<file path="src/rtl/lp805x_sfrbus_xbar_pkg.sv">
// lp805x_sfrbus_xbar_pkg
//  Shared definitions for the SFR bus crossbar.
//  - Read FSM state encoding (IDLE=0, WAIT=1).
//  - Field offsets inside the packed s_req bus
//    {wr_addr, rd_addr, data_in, wr, rd, bit_in, wr_bit, rd_bit}.
package lp805x_sfrbus_xbar_pkg;

  typedef enum logic {
    ST_IDLE = 1'b0,
    ST_WAIT = 1'b1
  } xbar_state_t;

  localparam int REQ_RD_BIT   = 0;
  localparam int REQ_WR_BIT   = 1;
  localparam int REQ_BIT_IN   = 2;
  localparam int REQ_RD       = 3;
  localparam int REQ_WR       = 4;
  localparam int REQ_DATA_LSB = 5;

  function automatic int req_rd_addr_lsb(input int dw);
    return dw + 5;
  endfunction

  function automatic int req_wr_addr_lsb(input int aw, input int dw);
    return aw + dw + 5;
  endfunction

endpackage

</file>
<file path="src/rtl/lp805x_sfrbus_xbar_decode.sv">
// lp805x_sfr_decode
//  Combinational SFR address decoder: address -> one-hot channel select.
//  Channel i hits when (a & MASK_i) == (BASE_i & MASK_i); lowest index wins.
//  In bit mode the low three address bits select a bit within the byte,
//  so they are cleared before comparison.
// Ports
//  addr      in   AW    address to decode
//  bit_mode  in   1     treat addr as a bit address
//  sel       out  NCH   one-hot select, 0 on miss
module lp805x_sfr_decode #(
  parameter int                AW      = 8,
  parameter int                NCH     = 4,
  parameter logic [NCH*AW-1:0] CH_BASE = {NCH{8'h80}},
  parameter logic [NCH*AW-1:0] CH_MASK = {NCH{8'hF8}}
) (
  input  logic [AW-1:0]  addr,
  input  logic           bit_mode,
  output logic [NCH-1:0] sel
);

  logic [AW-1:0] a;
  logic          hit;

  assign a = bit_mode ? {addr[AW-1:3], 3'b000} : addr;

  always_comb begin
    sel = '0;
    hit = 1'b0;
    for (int i = 0; i < NCH; i++) begin
      if (!hit && ((a & CH_MASK[i*AW +: AW]) == (CH_BASE[i*AW +: AW] & CH_MASK[i*AW +: AW]))) begin
        sel[i] = 1'b1;
        hit    = 1'b1;
      end
    end
  end

endmodule

</file>
<file path="src/rtl/lp805x_sfrbus_xbar.sv">
// lp805x_sfrbus_xbar
//  SFR bus crossbar between the lp805x core and NCH peripheral SFR blocks.
//  CPU requests are registered onto one shared request bus (s_req) with
//  independent one-hot write/read channel selects. Writes are posted; reads
//  wait for the selected channel's ack (bounded by TMO cycles) and return
//  through a registered response with a one-cycle rd_valid pulse.
// Ports
//  clk, rst                    clock, synchronous active-high reset
//  wr, rd, wr_bit, rd_bit      CPU strobes
//  wr_addr, rd_addr            CPU addresses (AW)
//  data_in, bit_in             CPU write data / bit
//  busy                        read outstanding, CPU inputs ignored
//  data_out, bit_out           captured read data / bit (held)
//  rd_valid, rd_err            response pulse, error on miss or timeout
//  s_req, s_wsel, s_rsel       peripheral request bus and selects
//  s_data, s_bit, s_ack        per-channel read response
module lp805x_sfrbus_xbar
  import lp805x_sfrbus_xbar_pkg::*;
#(
  parameter int                AW      = 8,
  parameter int                DW      = 8,
  parameter int                NCH     = 4,
  parameter logic [NCH*AW-1:0] CH_BASE = {NCH{8'h80}},
  parameter logic [NCH*AW-1:0] CH_MASK = {NCH{8'hF8}},
  parameter int                TMO     = 15
) (
  input  logic                  clk,
  input  logic                  rst,
  input  logic                  wr,
  input  logic                  rd,
  input  logic                  wr_bit,
  input  logic                  rd_bit,
  input  logic [AW-1:0]         wr_addr,
  input  logic [AW-1:0]         rd_addr,
  input  logic [DW-1:0]         data_in,
  input  logic                  bit_in,
  output logic                  busy,
  output logic [DW-1:0]         data_out,
  output logic                  bit_out,
  output logic                  rd_valid,
  output logic                  rd_err,
  output logic [2*AW+DW+4:0]    s_req,
  output logic [NCH-1:0]        s_wsel,
  output logic [NCH-1:0]        s_rsel,
  input  logic [NCH*DW-1:0]     s_data,
  input  logic [NCH-1:0]        s_bit,
  input  logic [NCH-1:0]        s_ack
);

  localparam int CW     = $clog2(TMO + 1);
  localparam int RA_LSB = req_rd_addr_lsb(DW);

  xbar_state_t    state;
  logic [CW-1:0]  cnt;
  logic [NCH-1:0] wsel_d, rsel_d;
  logic [DW-1:0]  ack_data;
  logic           ack_bit;
  logic           ack_hit;

  lp805x_sfr_decode #(.AW(AW), .NCH(NCH), .CH_BASE(CH_BASE), .CH_MASK(CH_MASK)) u_wdec (
    .addr(wr_addr), .bit_mode(wr_bit), .sel(wsel_d)
  );

  lp805x_sfr_decode #(.AW(AW), .NCH(NCH), .CH_BASE(CH_BASE), .CH_MASK(CH_MASK)) u_rdec (
    .addr(rd_addr), .bit_mode(rd_bit), .sel(rsel_d)
  );

  // s_rsel is one-hot, so the mux reduces to picking the selected lane;
  // acks from unselected channels never reach ack_hit.
  always_comb begin
    ack_data = '0;
    ack_bit  = 1'b0;
    for (int i = 0; i < NCH; i++) begin
      if (s_rsel[i]) begin
        ack_data = s_data[i*DW +: DW];
        ack_bit  = s_bit[i];
      end
    end
  end

  assign ack_hit = |(s_ack & s_rsel);
  assign busy    = (state == ST_WAIT);

  always_ff @(posedge clk) begin
    if (rst) begin
      state    <= ST_IDLE;
      cnt      <= '0;
      s_req    <= '0;
      s_wsel   <= '0;
      s_rsel   <= '0;
      data_out <= '0;
      bit_out  <= 1'b0;
      rd_valid <= 1'b0;
      rd_err   <= 1'b0;
    end else begin
      rd_valid <= 1'b0;
      rd_err   <= 1'b0;
      s_wsel   <= '0;
      case (state)
        ST_IDLE: begin
          s_req  <= {wr_addr, rd_addr, data_in, wr, rd, bit_in, wr_bit, rd_bit};
          s_wsel <= (wr | wr_bit) ? wsel_d : '0;
          if (rd | rd_bit) begin
            if (|rsel_d) begin
              state  <= ST_WAIT;
              s_rsel <= rsel_d;
              cnt    <= '0;
            end else begin
              // Read miss answers immediately with an error response.
              data_out <= '1;
              bit_out  <= 1'b1;
              rd_valid <= 1'b1;
              rd_err   <= 1'b1;
            end
          end
        end
        ST_WAIT: begin
          // Only the read address stays on the bus; strobes and write fields drop.
          s_req <= {{AW{1'b0}}, s_req[RA_LSB +: AW], {DW{1'b0}}, 5'b0};
          if (ack_hit) begin
            data_out <= ack_data;
            bit_out  <= ack_bit;
            rd_valid <= 1'b1;
            s_rsel   <= '0;
            state    <= ST_IDLE;
          end else if (cnt == CW'(TMO - 1)) begin
            data_out <= '1;
            bit_out  <= 1'b1;
            rd_valid <= 1'b1;
            rd_err   <= 1'b1;
            s_rsel   <= '0;
            state    <= ST_IDLE;
          end else if (cnt != '1) begin
            cnt <= cnt + 1'b1;
          end
        end
      endcase
    end
  end

endmodule

</file>
<file path="config.mk">
export PLATFORM = sky130hd
export DESIGN_NAME = lp805x_sfrbus_xbar
export DESIGN_NICKNAME = d
export VERILOG_FILES = /design/src/rtl/lp805x_sfrbus_xbar_pkg.sv /design/src/rtl/lp805x_sfrbus_xbar_decode.sv /design/src/rtl/lp805x_sfrbus_xbar.sv
export SDC_FILE = /design/constraint.sdc
export NUM_CORES = 1
export LEC_CHECK = 0
export CAP_MARGIN = 5
export CORE_MARGIN = 3
export CORE_UTILIZATION = 36
export CTS_BUF_LIST = sky130_fd_sc_hd__clkbuf_4
export CTS_CLUSTER_DIAMETER = 200
export DETAILED_ROUTE_END_ITERATION = 10
export GPL_ROUTABILITY_DRIVEN = 1
export PLACE_DENSITY = 0.83
export SYNTH_ARGS = -nofsm -noshare
export SYNTH_HDL_FRONTEND = slang
export SYNTH_HIERARCHICAL = 1
export SYNTH_SLANG_ARGS = --single-unit
</file>
<file path="constraint.sdc">
create_clock -name clk -period 1.49 [get_ports clk]
set_input_delay 0.2235 -clock clk [delete_from_list [all_inputs] [get_ports clk]]
set_output_delay 0.2235 -clock clk [all_outputs]
set_load 0.01 [all_outputs]
</file>
==> impl_results.md <==
- Reg-to-reg endpoint: cnt[0]
- Worst setup EP type: flip-flop
- Failing checks: setup timing
- Root Buffer: clkbuf_4
- FFs w/ async S/R, synth: 0
- Die area: 7070 µm²
- Avg Cell Area, Syn: 9.97 µm²
- Sw Share: 0.256
- Setup Skew: 0.00792 ns
- Clock Latency Late Sink: 0.36 ns
- # port buffers: 119
- Crit Path Class: reg2reg
- Startpoint Class: flip-flop
- Hold Startpoint: data_in[5]
- GRT overflow: 0
- Via density: 4.82
- Int Power: 2.36 mW
- Starting Density: 0.384
- Core Area: 5710 µm²
- Clock transition at path regs: 0.14 ns
- Mapped Cells: 220
- Critical Path Fanout Max: 5
- Reg2reg setup slack: -0.03 ns
- Synth cell types: 39
- Seq cells post-synth: 53
- Gr usage total: 0.164
- Maximum capacitance violations: 0
- Launching point of the worst reg2reg path: cnt[0]
- Hold Crit Class: in2reg
- Cell depth of the worst flop-to-flop path: 6
- CTS sink count: 53
- Final hold slack: 0.402 ns
- Psw: 0.810 mW
- Status: finished with violations
- Max incr delay on CP: 0.38 ns
- Fin crit share: 1.02
- Area grow syn2layout: 69.4%
- Drt total wl: 6.00 mm
- Critical-path top delay cell: dfxtp_2
- Placer Congestion: 0.803
- Vias: 2069
- Height of the chip: 84.1 µm
- Peak Freq: 0.659 GHz
- Pwr dens: 853 nW/µm²
- YS warnings: 6
- EDFF count, synth: 0
- NumNets Final: 430
- Detail Placement HPWL: 4.79 mm
- Post-synth top flop: dfxtp_1
- Share of cells above drive strength 1: 0.151
- # hold bufs at CTS: 0
- Footprint of the multi-input gates: 1040 µm²
- TritonCTS clock tree: done
- Fill cell count: 477
- Crit-path cells: inv_2 -> ha_4 -> o211ai_1 -> nand4_4 -> or3_4 -> a21oi_2
- Gate power share: 0.261
- Sequential-to-total area share from yosys stat: 0.484
- # diodes: 0
- Dpl ws: -0.445 ns
- Register Area: 1080 µm²
- IO Pins: 120
- Hold Path End: s_req[10]
- Sequential Power Share: 0.499
- Cell area after synthesis: 2190 µm²
- P_leak: 1.87 nW
- Routed WL per cell: 14.0 µm
- Data arrival time of the worst path: 1.82 ns
- Inserted Clock Buffers: 5
- Total power: 3.17 mW
- Final critical-path required period: 1.52 ns
- Max VDD drop: 0.553 mV
- DRC violation count after routing: 0
- Final WS setup: -0.0283 ns
- Initial detailed-routing violation count: 63
- Row cnt: 27
- Setup Viol. Count Final: 2
- Hold path depth: 2
- Pre-antenna DRT Iters: 4
- Initial antenna violation count: 0
- Vias in the first global route: 2080
- H-tree lvl count: 2
- Final antenna-violating net count: 0
- Finished Core Util: 0.651
- Die X: 84.1 µm
- Max clock buf depth: 2
- RSZ-0062 raised after global routing: true
- Final Hold Vio Count: 0
- Largest net degree at the start of global routing: 16
- Clk pwr share: 0.240
- Max Slew Vio Count: 0
- CP required: 1.79 ns
- First-pass GRT wire length: 9.54 mm
## cell usage after synthesis, drive strengths merged, types with 3 or more instances
cell	count	share of area
o32ai	10	0.040
dfxtp	53	0.48
nor2b	11	0.031
clkbuf	3	0.0051
nand2b	3	0.0086
or3	3	0.0086
mux2i	8	0.037
o21ai	3	0.0068
nand2	14	0.025
o31ai	3	0.010
a21oi	6	0.015
nor4	3	0.014
a221oi	9	0.036
buf	16	0.047
and2	26	0.074
nor2	11	0.019
o22a	9	0.036
inv	8	0.014
## logic make-up after synthesis
| logic type | share of synthesized area |
|---|---|
| flip-flops | 0.484 |
| multiplexers | 0.0365 |
| buffers and inverters | 0.0656 |
| AND/OR/NAND/NOR | 0.212 |
| AO/OA/AOI/OAI | 0.188 |
| other | 0.00342 |
| adder cells (fa/ha/maj) | 0.0114 |
## worst max path at each step
stage / start / endpoint / cells after the start
finish: cnt[0] / cnt[0] / 6
global route: cnt[0] / cnt[0] / 6
CTS: s_req[2] / s_req[2] / 1
detailed placement: rd_addr[3] / s_rsel[1] / 7
global placement: rd_addr[3] / s_rsel[2] / 7
floorplan: cnt[0] / cnt[3] / 6
## what timing repair did
action,4_1_cts,5_1_grt
setup buffers,1,2
gates resized for setup,43,26
endpoints found under the setup margin,35,32
pin swaps,4,2
## state kept, by name, indices dropped and copies added (netlist names)
signal / flops
bit_out: 1
busy: 1
cnt: 4
data_out: 8
rd_err: 1
rd_valid: 1
s_req: 29
s_rsel: 4
s_wsel: 4
## power groups by stage
stage               clock [mW]  sequential [mW]  combinational (mW)
floorplan                    0             1.66               0.313
global placement             0             1.62               0.853
detailed placement           0             1.62               0.867
CTS                      0.795             1.58               0.823
global route             0.846             1.60               0.895
finish                   0.761             1.58               0.827
## per-layer routing
metal / vias up / GRT usage / wire [µm]
met5: - / 0 / 0
met4: 0 / 0.0365 / 29
met3: 4 / 0.0829 / 607
met2: 90 / 0.296 / 3040
met1: 937 / 0.169 / 2320
li1: 1038 / - / -
## layout make-up
type,count,share of cell area
multi-input cells,144,0.281
clock inverters,2,0.00943
inverters,8,0.00808
clock buffers,5,0.0101
flip-flops and latches,53,0.290
well taps,72,0.0242
repair buffers,145,0.377
## cells in the final DEF, fill, tap and decap left out, types with 2 or more instances in the layout
| cell | count |
|---|---|
| a21oi_1 | 3 |
| a21oi_2 | 3 |
| a221oi_1 | 9 |
| a22oi_4 | 2 |
| a31oi_1 | 2 |
| and2_1 | 26 |
| buf_4 | 26 |
| clkbuf_4 | 5 |
| clkdlybuf4s50_1 | 70 |
| conb_1 | 6 |
| dfxtp_1 | 47 |
| dfxtp_2 | 2 |
| dfxtp_4 | 4 |
| dlygate4sd2_1 | 29 |
| dlymetal6s2s_1 | 20 |
| inv_1 | 7 |
| mux2i_1 | 8 |
| nand2_1 | 13 |
| nand2b_1 | 3 |
| nand3_1 | 2 |
| nand3b_1 | 2 |
| nor2_1 | 11 |
| nor2b_1 | 11 |
| o21ai_1 | 2 |
| o22a_1 | 9 |
| o31ai_1 | 3 |
| o32ai_1 | 10 |
| or3_1 | 2 |
## worst max-delay path, delay by kind of cell, from the launching register on
kind,cells,cell delay (ns)
and+or+nand+nor,2,0.51
DFF,1,0.38
AOI/OAI and AO/OA,2,0.37
adders and majority gates,1,0.15
buffers and inverters,1,0.05
## stage by stage
step                      instance area [µm²]  TNS (ns)  cells
after global routing                     3720    -0.348    429
after floorplan                          2210         0    224
after CTS                                3620         0    427
final                                    3720   -0.0501    429
after detailed placement                 3550     -6.48    419
after global placement                   3550     -5.60    419
Note: power is estimated with default switching activity, not from simulation.
